$ cat src/rtl/ram_port_arbiter.sv
// rtl/ram_port_arbiter.sv - loader/fetch arbiter for the single-port program RAM
module ram_port_arbiter #(
  parameter int ADDR_W    = 6,
  parameter int DATA_W    = 8,
  parameter int MAX_BURST = 4
) (
  input  logic              clk,
  input  logic              rst,
  input  logic              ld_req,
  input  logic [ADDR_W-1:0] ld_addr,
  input  logic [DATA_W-1:0] ld_data,
  output logic              ld_ack,
  input  logic              fe_req,
  input  logic [ADDR_W-1:0] fe_addr,
  output logic              fe_ack,
  output logic              fe_valid,
  output logic [DATA_W-1:0] fe_data,
  output logic [ADDR_W-1:0] ram_addr,
  output logic [DATA_W-1:0] ram_din,
  output logic              ram_we,
  input  logic [DATA_W-1:0] ram_dout,
  output logic              busy
);

  typedef enum logic [1:0] {IDLE, WRITE, READ, READ_WAIT} state_t;

  localparam logic [3:0] MAX_B = 4'(MAX_BURST);

  state_t     state, state_nxt;
  logic [3:0] streak, streak_nxt;
  logic       ld_win, fe_win;

  always_comb begin
    ld_win     = 1'b0;
    fe_win     = 1'b0;
    state_nxt  = state;
    streak_nxt = streak;
    case (state)
      IDLE: begin
        // Loader wins unless fetch is waiting and the loader has used up its burst.
        if (ld_req && (!fe_req || streak < MAX_B)) begin
          ld_win     = 1'b1;
          state_nxt  = WRITE;
          streak_nxt = fe_req ? streak + 4'd1 : 4'd0;
        end else if (fe_req) begin
          fe_win     = 1'b1;
          state_nxt  = READ;
          streak_nxt = 4'd0;
        end
      end
      WRITE:     state_nxt = IDLE;
      READ:      state_nxt = READ_WAIT;
      READ_WAIT: state_nxt = IDLE;
      default:   state_nxt = IDLE;
    endcase
  end

  // Strobes decode straight from state so an async reset kills them at once.
  assign ld_ack = (state == WRITE);
  assign ram_we = (state == WRITE);
  assign fe_ack = (state == READ);
  assign busy   = (state != IDLE);

  always_ff @(posedge clk or posedge rst) begin
    if (rst) begin
      state    <= IDLE;
      streak   <= 4'd0;
      ram_addr <= '0;
      ram_din  <= '0;
      fe_data  <= '0;
      fe_valid <= 1'b0;
    end else begin
      state    <= state_nxt;
      streak   <= streak_nxt;
      fe_valid <= (state == READ_WAIT);
      if (state == READ_WAIT) begin
        fe_data <= ram_dout;
      end
      if (ld_win) begin
        ram_addr <= ld_addr;
        ram_din  <= ld_data;
      end else if (fe_win) begin
        ram_addr <= fe_addr;
      end
    end
  end

endmodule

$ cat config.mk
export PLATFORM = sky130hd
export DESIGN_NAME = ram_port_arbiter
export DESIGN_NICKNAME = d
export VERILOG_FILES = /design/src/rtl/ram_port_arbiter.sv
export SDC_FILE = /design/constraint.sdc
export NUM_CORES = 1
export LEC_CHECK = 0
export ABC_AREA = 1
export BUFFER_PORTS_ARGS = -buffer_cell sky130_fd_sc_hd__buf_2
export CAP_MARGIN = 15
export CORE_MARGIN = 10
export CORE_UTILIZATION = 49
export DETAILED_ROUTE_END_ITERATION = 8
export GPL_TIMING_DRIVEN = 0
export PLACE_DENSITY = 0.79
export RECOVER_POWER = 50
export SYNTH_ARGS = -nofsm -noshare
export SYNTH_HDL_FRONTEND = slang
export SYNTH_SLANG_ARGS = --single-unit
$ cat constraint.sdc
create_clock -name clk -period 2.3 [get_ports clk]
set_input_delay 0.575 -clock clk [delete_from_list [all_inputs] [get_ports clk]]
set_output_delay 0.575 -clock clk [all_outputs]
set_load 0.01 [all_outputs]
==> impl_results.md <==
* DRT antenna net count at 0
* Grt ovf at 0
* RR Endpoint: ram_din[2]
* Worst Setup SP: state[0]
* CP Cell Sequence: inv_1 -> nor2_1 -> buf_4 -> buf_2
* Worst skew pair latency at 0.31 ns
* Final setup margin at 0.570 ns
* Setup TNS at 0 ns
* Vias in the first global route at 1,212
* Row Count at 18
* Slowest-stage cell, CP: dfrtp_1
* Setup CP Type: reg2out
* Tot GR Track Use at 13.2%
* Top Ports at 59
* Largest fanout on the critical path at 4
* Initial Util at 51.7%
* R2R Setup Slk at 0.75 ns
* Max clock buf depth at 2
* CP delay by family, top: flip-flops
* Reg2reg path depth at 5
* Port bufs at 58
* Slew @ Worst Pin at 1.13 ns
* Final Max Tran Viols at 0
* Slew headroom at 25.0%
* Share of layout cells above drive strength 1 at 32.1%
* Placed cells at 245
* RePlAce Congestion at 0.725
* Initial antenna violation count at 0
* Register area share after synthesis at 56.2%
* CTS buffer count at 5
* Yosys reg bits at 29
* Post-DP HPWL at 2640 µm
* Critical path's largest stage delay at 0.41 ns
* Worst path required time at 1.73 ns
* Status: completed
* Global-route wire length before repair at 5490 µm
* YS warnings at 0
* Power per cell area at 1300 mW/mm²
* Critical R2R Launch: streak[2]
* RSZ-0062 raised after global routing: no
* CP Launch Type: register
* Netlist cell types at 20
* # clock sinks at 29
* Drt first pass iters at 4
* CTS tree: done
* # hold bufs at CTS at 0
* Area grow syn2layout at 28.5%
* Total power at 2160 µW
* Die Width at 71.3 µm
* Starting DRT DRC Count at 90
* Seq. cell area at 726 µm²
* Final min period at 1.73 ns
* Htree depth at 2
* Final hold vios at 0
* Setup bufs post-CTS at 0
* Area of the multi-input gates at 445 µm²
* PostCTS Resize Cnt at 0
* Largest net degree at the start of global routing at 30
* Nature of the critical path endpoint: output pin
* Syn Nets at 190
* Fmax achieved at 578 MHz
* Synthesized area at 0.00129 mm²
* Final Skew at 0.00341 ns
* Clock Root Buffer: clkbuf_4
* Max-cap check violation count at 0
* Reg clk slew, reported paths at 0.09 ns
* Setup violators final at 0
* CP arrival at 1.16 ns
* Non-Filler Instances at 254
* Via density at 4.59
* # DRC at 0
* Core Util, Final at 66.4%
* Leakage at 0.00104 µW
* Synth Area per Inst at 8.22 µm²
* Cell count after synthesis at 157
* Die height at 71.3 µm
* Core Region at 0.00250 mm²
* HP Class: in2async
* Routed wire length at 3320 µm
* WP buf/inv at 3
* Diode count at 0
* Die footprint at 0.00509 mm²
* Final worst-path cycle share at 75.2%
* Nets at 256
* Worst vdd ir at 815 µV
* Pre-CTS WS at 0.686 ns
* Fillcell total at 221
* Vias at 1,167
* Wire per inst at 13.1 µm
## Yosys cell counts (all sizes together)
| cell | number | area share, % |
|---|---|---|
| nand2 | 90 | 27 |
| dfrtp | 29 | 56 |
| buf | 3 | 2.3 |
| nor2 | 6 | 2.7 |
| nand4 | 3 | 1.5 |
| o31ai | 1 | 0.58 |
| nand3b | 1 | 0.58 |
| inv | 16 | 4.7 |
| o21ai | 1 | 0.68 |
| a21oi | 1 | 0.68 |
| ha | 1 | 0.97 |
| nand3 | 4 | 1.9 |
| clkinv | 1 | 0.29 |
## power by group
group	switching, µW	total [µW]	internal, µW	leakage [µW]
registers	130	869	740	0.000363
logic	577	937	360	0.000634
clock network	174	352	177	0.0000413
## cells by family (layout without fill, tap and decap cells)
| kind of cell | count (synthesis) | in the layout | synth area share [%] |
|---|---|---|---|
| AO/OA/AOI/OAI | 3 | 3 | 1.94 |
| flip-flops | 29 | 29 | 56.2 |
| adder cells (fa/ha/maj) | 1 | 1 | 0.969 |
| AND/OR/NAND/NOR | 104 | 104 | 33.6 |
| buffers and inverters | 20 | 87 | 7.27 |
## per-layer routing
| layer | vias to the layer above | global-route usage [%] | part of all wire, % |
|---|---|---|---|
| li1 | 602 | - | - |
| met3 | 5 | 6.20 | 8.0 |
| met2 | 32 | 22.5 | 51 |
| met1 | 528 | 14.0 | 40 |
| met4 | 0 | 4.52 | 1.1 |
| met5 | - | 0 | 0 |
## worst register-to-register path, delay by kind of cell, from the launching register on
family | cells | cell delay [ns]
AND/OR/NAND/NOR | 3 | 0.46
flip-flops | 1 | 0.41
AO/OA/AOI/OAI | 1 | 0.34
buffers and inverters | 1 | 0.28
## stage by stage
stage                     hold slack (ns)  instance area (µm²)
final                               0.191                 1660
after global routing                0.196                 1660
after CTS                           0.433                 1690
after detailed placement            0.460                 1620
after global placement              0.458                 1620
after floorplan                     0.453                 1290
## final cells by class
cell class,count,area share [%]
tap,30,2.26
multi-input combinational,108,26.8
buffer,3,1.36
clock buffer,7,3.92
timing repair buffer,59,17.7
sequential,29,43.7
clock inverter,1,0.302
inverter,17,3.85
## worst max-delay path by stage
stage	end	slack (ns)	depth (start not counted)
final	ram_we	0.57	4
after global routing	ram_we	0.43	4
after CTS	ram_we	0.49	4
after detailed placement	ram_addr[4]	0.69	2
after global placement	ram_addr[1]	0.74	2
after floorplan	ram_we	0.88	3
## flip-flops by register name (all words and copies together), names as in the netlist
name / count
fe_data: 8
state: 2
ram_addr: 6
ram_din: 8
fe_valid: 1
streak: 4
## layout by cell type (no fill, tap or decap)
| cell | instances |
|---|---|
| clkbuf_4 | 5 |
| inv_1 | 15 |
| nand3b_1 | 1 |
| ha_1 | 1 |
| buf_6 | 1 |
| nand3_1 | 4 |
| a21oi_2 | 1 |
| clkinv_1 | 1 |
| nand2_1 | 90 |
| clkinv_2 | 1 |
| nor2_2 | 2 |
| buf_4 | 1 |
| nor2_1 | 4 |
| inv_2 | 1 |
| buf_2 | 58 |
| o21ai_0 | 1 |
| clkbuf_1 | 2 |
| o31ai_1 | 1 |
| nand4_1 | 3 |
| clkbuf_8 | 2 |
| dfrtp_1 | 29 |
(Power assumes the default switching activity.)
